$ cat src/rtl/bp_pkg.sv
// Shared definitions for the backpropagation weight-update block:
// fixed-point defaults, controller states and the saturating adder.
package bp_pkg;

    localparam int WIDTH_DEF = 32;
    localparam int FRAC_DEF  = 16;
    localparam logic signed [WIDTH_DEF-1:0] ONE = WIDTH_DEF'(1) <<< FRAC_DEF;

    // Wide carrier so the same adder serves any WIDTH up to SATW-1 bits.
    localparam int SATW = 64;

    typedef enum logic [2:0] {
        IDLE   = 3'd0,
        DERIV  = 3'd1,
        DELTA  = 3'd2,
        SCALE  = 3'd3,
        UPDATE = 3'd4,
        WRITE  = 3'd5
    } state_t;

    function automatic logic signed [SATW-1:0] sat_add(
        input logic signed [SATW-1:0] a,
        input logic signed [SATW-1:0] b,
        input logic                   sub,
        input int unsigned            w
    );
        logic signed [SATW:0] s;
        logic signed [SATW:0] hi;
        logic signed [SATW:0] lo;
        s  = sub ? ({a[SATW-1], a} - {b[SATW-1], b}) : ({a[SATW-1], a} + {b[SATW-1], b});
        hi = 1;
        hi = (hi <<< (w - 1)) - 1;
        lo = -hi - 1;
        if (s > hi)
            return hi[SATW-1:0];
        else if (s < lo)
            return lo[SATW-1:0];
        else
            return s[SATW-1:0];
    endfunction

endpackage

$ cat src/rtl/fxp_mul_sat.sv
// Combinational signed fixed-point multiply: full-width product, arithmetic
// shift by FRAC (floor), saturate back to WIDTH bits.
module fxp_mul_sat #(
    parameter int WIDTH = 32,
    parameter int FRAC  = 16
) (
    input  logic signed [WIDTH-1:0] a,
    input  logic signed [WIDTH-1:0] b,
    output logic signed [WIDTH-1:0] y
);

    localparam int PW = 2 * WIDTH;
    localparam logic signed [PW-1:0] MAXV = {{(WIDTH+1){1'b0}}, {(WIDTH-1){1'b1}}};
    localparam logic signed [PW-1:0] MINV = {{(WIDTH+1){1'b1}}, {(WIDTH-1){1'b0}}};

    logic signed [PW-1:0] prod;
    logic signed [PW-1:0] shifted;

    always_comb begin
        prod    = PW'(a) * PW'(b);
        shifted = prod >>> FRAC;
        if (shifted > MAXV)
            y = WIDTH'(MAXV);
        else if (shifted < MINV)
            y = WIDTH'(MINV);
        else
            y = WIDTH'(shifted);
    end

endmodule

$ cat src/rtl/bp_weight_update.sv
// Sequential backprop update: delta = err*a*(1-a), w_j += lr*delta*k_j,
// b += lr*delta, using one shared multiplier and one shared saturating adder.
module bp_weight_update
    import bp_pkg::*;
#(
    parameter int NUM   = 2,
    parameter int WIDTH = WIDTH_DEF,
    parameter int FRAC  = FRAC_DEF
) (
    input  logic                      clk,
    input  logic                      rst,
    input  logic                      i_start,
    input  logic signed [WIDTH-1:0]   i_a,
    input  logic signed [WIDTH-1:0]   i_err,
    input  logic [NUM*WIDTH-1:0]      i_k,
    input  logic [NUM*WIDTH-1:0]      i_w,
    input  logic signed [WIDTH-1:0]   i_b,
    input  logic signed [WIDTH-1:0]   i_lr,
    output logic                      o_busy,
    output logic                      o_done,
    output logic                      o_wr,
    output logic [(NUM+1)*WIDTH-1:0]  o_w,
    output logic signed [WIDTH-1:0]   o_delta
);

    localparam int IW = $clog2(NUM + 1);
    localparam logic signed [WIDTH-1:0] ONE_W = WIDTH'(1) <<< FRAC;

    state_t state, state_nx;
    logic [IW-1:0] idx;
    logic          idx_last;

    logic signed [WIDTH-1:0] a_r, om_r, err_r, lr_r, b_r, d_r, g_r, delta_r;
    logic [NUM*WIDTH-1:0]    k_r, w_r, shadow;
    logic [(NUM+1)*WIDTH-1:0] w_out;

    logic signed [WIDTH-1:0] mul_a, mul_b, mul_y;
    logic signed [WIDTH-1:0] add_x, add_y, add_res;
    logic                    add_sub;

    assign idx_last = (idx == IW'(NUM));

    fxp_mul_sat #(.WIDTH(WIDTH), .FRAC(FRAC)) u_mul (
        .a (mul_a),
        .b (mul_b),
        .y (mul_y)
    );

    always_ff @(posedge clk or negedge rst) begin
        if (!rst)
            state <= IDLE;
        else
            state <= state_nx;
    end

    always_comb begin
        state_nx = state;
        case (state)
            IDLE:    if (i_start) state_nx = DERIV;
            DERIV:   state_nx = DELTA;
            DELTA:   state_nx = SCALE;
            SCALE:   state_nx = UPDATE;
            UPDATE:  if (idx_last) state_nx = WRITE;
            WRITE:   state_nx = IDLE;
            default: state_nx = IDLE;
        endcase
    end

    always_comb begin
        o_busy = (state != IDLE);
        o_wr   = (state == WRITE);
        o_done = (state == WRITE);
    end

    // Multiplier operands come only from registers, so the mul/add chain never loops.
    always_comb begin
        mul_a = '0;
        mul_b = '0;
        case (state)
            DERIV:  begin mul_a = a_r;   mul_b = om_r;    end
            DELTA:  begin mul_a = err_r; mul_b = d_r;     end
            SCALE:  begin mul_a = lr_r;  mul_b = delta_r; end
            UPDATE: if (!idx_last) begin
                        mul_a = g_r;
                        mul_b = k_r[int'(idx)*WIDTH +: WIDTH];
                    end
            default: ;
        endcase
    end

    // (ONE - a) is formed by the adder while idle, at the accepting edge.
    always_comb begin
        add_x   = '0;
        add_y   = '0;
        add_sub = 1'b0;
        case (state)
            IDLE: begin
                add_x   = ONE_W;
                add_y   = i_a;
                add_sub = 1'b1;
            end
            UPDATE: begin
                if (idx_last) begin
                    add_x = b_r;
                    add_y = g_r;
                end else begin
                    add_x = w_r[int'(idx)*WIDTH +: WIDTH];
                    add_y = mul_y;
                end
            end
            default: ;
        endcase
        add_res = WIDTH'(sat_add(SATW'(add_x), SATW'(add_y), add_sub, WIDTH));
    end

    always_ff @(posedge clk or negedge rst) begin
        if (!rst) begin
            idx     <= '0;
            a_r     <= '0;
            om_r    <= '0;
            err_r   <= '0;
            lr_r    <= '0;
            b_r     <= '0;
            d_r     <= '0;
            g_r     <= '0;
            delta_r <= '0;
            k_r     <= '0;
            w_r     <= '0;
            shadow  <= '0;
            w_out   <= '0;
        end else begin
            case (state)
                IDLE: if (i_start) begin
                    a_r   <= i_a;
                    om_r  <= add_res;
                    err_r <= i_err;
                    lr_r  <= i_lr;
                    b_r   <= i_b;
                    k_r   <= i_k;
                    w_r   <= i_w;
                    idx   <= '0;
                end
                DERIV: d_r     <= mul_y;
                DELTA: delta_r <= mul_y;
                SCALE: g_r     <= mul_y;
                UPDATE: begin
                    idx <= idx + IW'(1);
                    if (idx_last)
                        w_out <= {add_res, shadow};
                    else
                        shadow[int'(idx)*WIDTH +: WIDTH] <= add_res;
                end
                default: ;
            endcase
        end
    end

    assign o_w     = w_out;
    assign o_delta = delta_r;

endmodule
$ cat config.mk
export PLATFORM = sky130hd
export DESIGN_NAME = bp_weight_update
export DESIGN_NICKNAME = d
export VERILOG_FILES = /design/src/rtl/bp_pkg.sv /design/src/rtl/fxp_mul_sat.sv /design/src/rtl/bp_weight_update.sv
export SDC_FILE = /design/constraint.sdc
export NUM_CORES = 2
export LEC_CHECK = 0
export ABC_AREA = 1
export BUFFER_PORTS_ARGS = -buffer_cell sky130_fd_sc_hd__buf_2
export CAP_MARGIN = 25
export CORE_MARGIN = 8
export CORE_UTILIZATION = 34
export CTS_CLUSTER_SIZE = 20
export DETAILED_ROUTE_END_ITERATION = 7
export HOLD_SLACK_MARGIN = 0.1
export SLEW_MARGIN = 30
export SYNTH_ARGS = -nofsm -noshare
export SYNTH_HDL_FRONTEND = slang
export SYNTH_SLANG_ARGS = --single-unit
$ cat constraint.sdc
create_clock -name clk -period 16.4 [get_ports clk]
set_input_delay 2.46 -clock clk [delete_from_list [all_inputs] [get_ports clk]]
set_output_delay 2.46 -clock clk [all_outputs]
set_load 0.1 [all_outputs]
---- Word-level counts from Yosys, hierarchy flattened ----
Index checks and enable logic that the tools add are counted.
W data, S select, Z words.
storage, ports and cells
  memory bits (read-only) ................. 0
  memories kept ........................... 0
  latch bits .............................. 0
  input bits .............................. 259
  logic and storage cells ................. 64
  bits in registers ....................... 549
  RAM bits ................................ 0
  output and inout port bits .............. 131
cells by class
  add/sub/neg operators ................... 4
  $lt $le $gt $ge ......................... 4
  reductions and logical operators ........ 8
  shifts and indexed selects .............. 4
  div/mod/pow operators ................... 0
  multiply operators ...................... 1
  equal/unequal tests ..................... 8
  bitwise operators ....................... 1
  multiplexer cells ....................... 20
operator list
  cell                        number
  $mux W32                    8
  $pmux W32 S4                2
  $pmux W32 S2                2
  $shiftx A64 B8 Y32          2
  $gt A65 B32 Y1 const B      1
  $lt A65 B32 Y1 const B      1
  $mux W65                    1
  $bwmux W64                  1
  $mul A32 B32 Y64            1
  $shift A32 B33 Y64 const A  1
  $shiftx A32 B33 Y64         1
  $gt A48 B32 Y1 const B      1
  $lt A48 B32 Y1 const B      1
  $add A32 B32 Y33            1
  $neg A7 Y33                 1
  $sub A32 B32 Y33            1
  $pmux W3 S5                 1
  $reduce_and A2 Y1           5
  $eq A3 B2 Y1 const B        2
  $eq A3 B3 Y1 const B        2
  $mux W3                     2
  $ne A2 B2 Y1 const B        2
  $pmux W2 S2                 1
  $eq A3 B1 Y1 const B        1
  other kinds (8)             8

---- Depth between registers and ports, before layout ----
  depth in word-level cells ............... 16
  depth in mapped cells ................... 93
  depth with buffers taken out ............ 88

---- By module ----
Synthesis repeated with hierarchy kept, for this count alone.
second synthesis, totals
  cell total of the unflattened synthesis .. 8,413
  area, all modules ....................... 65,481.6 um2
by module, submodules not included
  module            seq. area each (um2)  times used  cells each  area an instance (um2)
  fxp_mul_sat       0.0                   1           5,031       38,773.4
  bp_weight_update  13,738.2              1           3,382       26,708.1

---- Least setup slack after synthesis ----
No wires, ideal clock.
  path type ............................... register -> register
  from .................................... register idx[0]
  to ...................................... register w_out[75], in the netlist o_w[75]
  data required time ...................... 16,280 ps
  path slack .............................. 2,466 ps
  setup time .............................. 120 ps
  data arrival time ....................... 13,814 ps
  stages on the path, launching flop included .. 82
  clock period less this slack ............ 13,934 ps
  path buffers ............................ 5
  cells stage by stage .................... dfrtp_1 -> inv_1 -> ha_1 -> nor2_8 -> clkinv_1 -> nor2_1 -> inv_1 -> clkbuf_1 -> clkbuf_1 -> a211oi_1 -> a21oi_1 -> and3_1 -> inv_1 -> clkbuf_1 -> nand2_1 -> fa_1 -> fa_1 -> inv_1 -> [... 46 more ...] -> o21ai_0 -> nand2_1 -> nand2_1 -> nand2_1 -> nand2_1 -> nand2_1 -> nand2_1 -> inv_1 -> o31ai_1 -> xor2_1 -> inv_1 -> nand3_4 -> nand2_4 -> nand2_4 -> buf_8 -> nand2_4 -> nand2_1 -> nand2_1
on the way
  longest elaborated chain between the ends .. 14
  elaborated cells on any way between the ends .. 24
  those cells by class .................... 2 x add/sub; 1 x mul; 4 x order compare; 1 x eq/ne; 2 x shift; 13 x mux; 1 x reduce/logical
RTL lines
  what                                                  line                                            text
  from (decl)                                           bp_weight_update.sv:30                          logic [IW-1:0] idx;
  from (signal assigned)                                bp_weight_update.sv:147                         idx <= idx + IW'(1);
  $shiftx A64 B8 Y32 or $eq A2 B2 Y1 (tied branches)    bp_weight_update.sv:85, bp_weight_update.sv:41
  $mux W32                                              bp_weight_update.sv:83                          UPDATE: if (!idx_last) begin
  $pmux W32 S4                                          bp_weight_update.sv:79                          case (state)
  $mul A32 B32 Y64                                      fxp_mul_sat.sv:20                               prod = PW'(a) * PW'(b);
  $lt A48 B32 Y1                                        fxp_mul_sat.sv:24                               else if (shifted < MINV)
  $mux W32                                              fxp_mul_sat.sv:24
  $mux W32                                              fxp_mul_sat.sv:22                               if (shifted > MAXV)
  $mux W32                                              bp_weight_update.sv:103                         if (idx_last) begin
  $pmux W32 S2                                          bp_weight_update.sv:96                          case (state)
  $add A32 B32 Y33 or $sub A32 B32 Y33 (tied branches)  bp_pkg.sv:30                                    s = sub ? ({a[SATW-1], a} - {b[SATW-1], b}) : ({a[SATW-1], a} + {b[SATW-1], b});
  $mux W65                                              bp_pkg.sv:30
  $lt A65 B32 Y1                                        bp_pkg.sv:36                                    else if (s < lo)
  $mux W32                                              bp_pkg.sv:36
  $mux W32                                              bp_pkg.sv:34                                    if (s > hi)
  to (signal assigned)                                  bp_weight_update.sv:149                         w_out <= {add_res, shadow};
  to (decl)                                             bp_weight_update.sv:35                          logic [(NUM+1)*WIDTH-1:0] w_out;
Parallel ways exist; a longest one is shown, timed or not.
A chain may end at the register's enable or synchronous reset.

---- Final worst setup path ----
  from .................................... register state[2]
  to ...................................... register om_r[24]
on the way
  longest elaborated chain between the ends .. 13
  elaborated cells on any way between the ends .. 24
  those cells by class .................... 2 x add/sub; 1 x mul; 4 x order compare; 4 x eq/ne; 11 x mux; 2 x reduce/logical
RTL lines
  what                                                  line                                            text
  from (decl)                                           bp_weight_update.sv:29                          state_t state, state_nx;
  from (signal assigned)                                bp_weight_update.sv:53                          state <= state_nx;
  $eq A3 B3 Y1 (tied with other cells)                  bp_weight_update.sv:79, bp_weight_update.sv:96
  $pmux W32 S4                                          bp_weight_update.sv:79
  $mul A32 B32 Y64                                      fxp_mul_sat.sv:20
  $lt A48 B32 Y1                                        fxp_mul_sat.sv:24
  $mux W32                                              fxp_mul_sat.sv:24
  $mux W32                                              fxp_mul_sat.sv:22
  $mux W32                                              bp_weight_update.sv:103
  $pmux W32 S2                                          bp_weight_update.sv:96
  $add A32 B32 Y33 or $sub A32 B32 Y33 (tied branches)  bp_pkg.sv:30
  $mux W65                                              bp_pkg.sv:30
  $lt A65 B32 Y1                                        bp_pkg.sv:36
  $mux W32                                              bp_pkg.sv:36
  $mux W32                                              bp_pkg.sv:34
  to (signal assigned)                                  bp_weight_update.sv:135                         om_r <= add_res;
  to (decl)                                             bp_weight_update.sv:33                          logic signed [WIDTH-1:0] a_r, om_r, err_r, lr_r, b_r, d_r, g_r, delta_r;
Parallel ways exist; a longest one is shown, timed or not.

==> impl_metrics.yaml <==
clock_network:
  clock_path_buffers: 3
  ctsHtreeMaxLevel: 2
  tritoncts_clock_tree: "done"
  clockRootBuffer: "sky130_fd_sc_hd__clkbuf_16"
  cts.sinks: 549
  clock_insertion_delay_worst_skew_ps: 660
  clk_transition_reported_paths_ps: 70
  numCtsBuffers: 54
floorplan:
  die_w_um: 448
  floorplan.initialDensity_pct: 34.2
  placementRows: 158
  core_footprint_mm2: 0.185
  die_h_um: 448
  die_area_mm2: 0.200
  number_of_i_o_pins: 390
cells_and_area:
  flow.area_growth_from_synthesis_pct: 11.8
  ff_latch_area_mm2: 0.0137
  multi_input_area_mm2: 0.0423
  final_net_count: 9694
  most-common-layout-cells: "sky130_fd_sc_hd__nand2_1 (2173), sky130_fd_sc_hd__inv_1 (1587), sky130_fd_sc_hd__fa_1 (1079), sky130_fd_sc_hd__nor2_1 (793), sky130_fd_sc_hd__dfrtp_1 (547)"
  most_common_cell_after_layout_fill_and_taps_aside: "sky130_fd_sc_hd__nand2_1"
  drive_gt1_share_pct: 10.4
  fillers: 19211
  postLayoutCellArea_mm2: 0.0708
sta:
  final_hold_viol_count: 0
  final-setup-viol-count: 0
  timing_max_transition_violations_final: 0
  final.setup.tns_ps: 0
  final.setup.worst_slack_ps: 954
  min_period_over_period_pct: 94.2
  maximum_frequency_from_static_timing_analysis_mhz: 64.7
  tightestPinTransition_ps: 978
  rsz_0062_raised_after_global_routing: "false"
  worst_slew_margin_rel_pct: 34.7
  timing.final.crit_period_ps: 15450
  finalClockSkew_ps: 38.2
  hold_ws_ps: 465
worst_setup_path:
  r2r_worst_path_depth: 70
  r2r_setup_slack_ps: 950
  critical_path.slowest_cell: "sky130_fd_sc_hd__nor4_2"
  worst-setup-path-type: "reg2reg"
  worst-path-buf-inv: 15
  critical-path-top-cell-by-count: "sky130_fd_sc_hd__nand2_1"
  cpPeakStageDelay_ps: 720
  worst-path-max-fanout: 31
  reg2reg_launch_point: "state[2]"
  crit_arrival_ps: 16010
  start_kind: "flop"
  cpLargestDelayFamily: "adder cells"
  worstSetupEndpointType: "flop"
  reg2reg_to: "om_r[24]"
  worst-endpoint-required_ps: 16970
global_route:
  grt_antenna_before_repair: 26
  global_route_usage_over_all_layers_pct: 25.2
  first_global_vias: 55837
  largest_net_degree_at_the_start_of_global_routing: 170
  grt.overflow.total: 0
  grt_first_pass_wirelength_mm: 375
drt:
  avgRoutedWirePerCell_um: 23.8
  route.vias.total: 53651
  drt_first_pass_iters: 6
  viasPerCell: 5.03
  drc_viols: 0
  antenna_violating_nets_post_route: 0
  routed_wirelength_mm: 254
  drt-initial-drc-count: 5257
logic_synthesis:
  yosys_reg_bits: 549
  most_used_dff_post_synth: "sky130_fd_sc_hd__dfrtp_1"
  seq_area_frac_synth_pct: 21.7
  synthesis.yosys.warnings: 0
  synthesis.area_mm2: 0.0633
  synth_fp_nets: 9399
  synth_enable_flop_cells: 0
  synth_async_reset_ratio_pct: 100
  syn_avg_cell_area_um2: 8.08
  post_synth_num_cell_types: 53
  syn_inst: 7841
min_path:
  worstHoldPathCells: 2
  worst_hold_path_type: "reg2reg"
  timing.hold.worst.start: "o_w[49]"
  hold_path_end: "o_w[49]"
job:
  timing.max_cap.violations: 0
placed_design:
  gpl.final_weighted_congestion: 1.03
  detailed_place_hpwl_mm: 209
  place.port_buffers: 389
  placed_cell_area_mm2: 0.0688
  dpl_worst_slack_ps: 786
run_status:
  status: "finished, final reports clean"
timing repair:
item,CTS,global route
gates resized for setup,0,29
buffers inserted,0,4
endpoints found under the setup margin,0,125
hold buffers,0,0
cell type report:
cell class                 count  area share (%)
tap                         2480            4.38
sequential                   549            19.4
timing repair buffer         593            5.23
multi-input combinational   5321            59.7
clock inverter                25           0.414
antenna                       13          0.0459
inverter                    1617            8.61
clock buffer                  70            2.16
synthesized netlist by cell type, drive strengths merged (4+ instances only):
cell type  count  area [µm²]
o21bai         8        60.1
xnor2         26         228
nor4          17         106
nand3         65         375
a211oi        35         263
nand2       2235        8710
fa          1082       21700
a31oi         11        68.8
inv         1605        6020
a21o           4        30.0
nand4         17         113
o21a           8        60.1
clkbuf       284        1070
a221oi        14         123
nor3          29         145
a21boi         4        30.0
o31ai          6        45.0
o21ai        380        1900
xor2          86         753
ha           217        2720
buf           69         440
nor2         809        3110
and3          30         188
dfrtp        549       13700
o22ai         60         375
clkinv        12        45.0
a21oi        165         841
worst reg2reg max path, delay by kind of cell, from the launching register on:
kind,cells,cell delay (ps)
flip-flops,1,480
adder cells (fa/ha/maj),10,4880
buffers and inverters,15,2480
XOR/XNOR,3,660
AND/OR/NAND/NOR,32,4760
AO/OA/AOI/OAI,10,2110
per-stage QoR:
step | std cells | util (%)
floorplan | 7841 | -
global placement | 10554 | 37.1
detailed placement | 10555 | 37.1
CTS | 10650 | 38.1
global route | 10665 | 38.2
finish | 10668 | 38.2
worst max path at each step:
stage | startpoint | endpoint | slack, ps | cells past startpoint
finish | state[2] | om_r[24] | 950 | 70
global route | state[1] | om_r[24] | 70 | 77
CTS | state[1] | om_r[24] | 760 | 78
detailed placement | state[1] | om_r[26] | 790 | 81
global placement | state[1] | o_w[88] | 680 | 77
floorplan | idx[0] | o_w[75] | 2470 | 81
routing by layer:
metal | up-vias | global-route usage (%) | wire length (µm)
met5 | - | 0 | 26
met4 | 4 | 13.9 | 18100
met3 | 570 | 4.68 | 20700
met2 | 2345 | 38.5 | 111000
met1 | 27156 | 33.7 | 104000
li1 | 23576 | - | -
registers in the layout, summed over array words and instances (netlist names):
register and count:
om_r 32, a_r 32, idx 2, w_r 64, lr_r 32, d_r 32, k_r 64, state 3
b_r 32, g_r 32, shadow 64, o_delta 32, err_r 32, o_w 96
cells by family after synthesis:
logic type               Yosys count  share of synthesized area (%)
AO/OA/AOI/OAI                    703                           6.11
flip-flops                       549                           21.7
AND/OR/NAND/NOR                 3207                           20.2
buffers and inverters           1971                           12.0
adder cells (fa/ha/maj)         1299                           38.5
XOR/XNOR                         112                           1.55
Power is left out: the tool's default activity adds up to more than one toggle a clock period on the data nets, which glitch-free logic cannot reach.
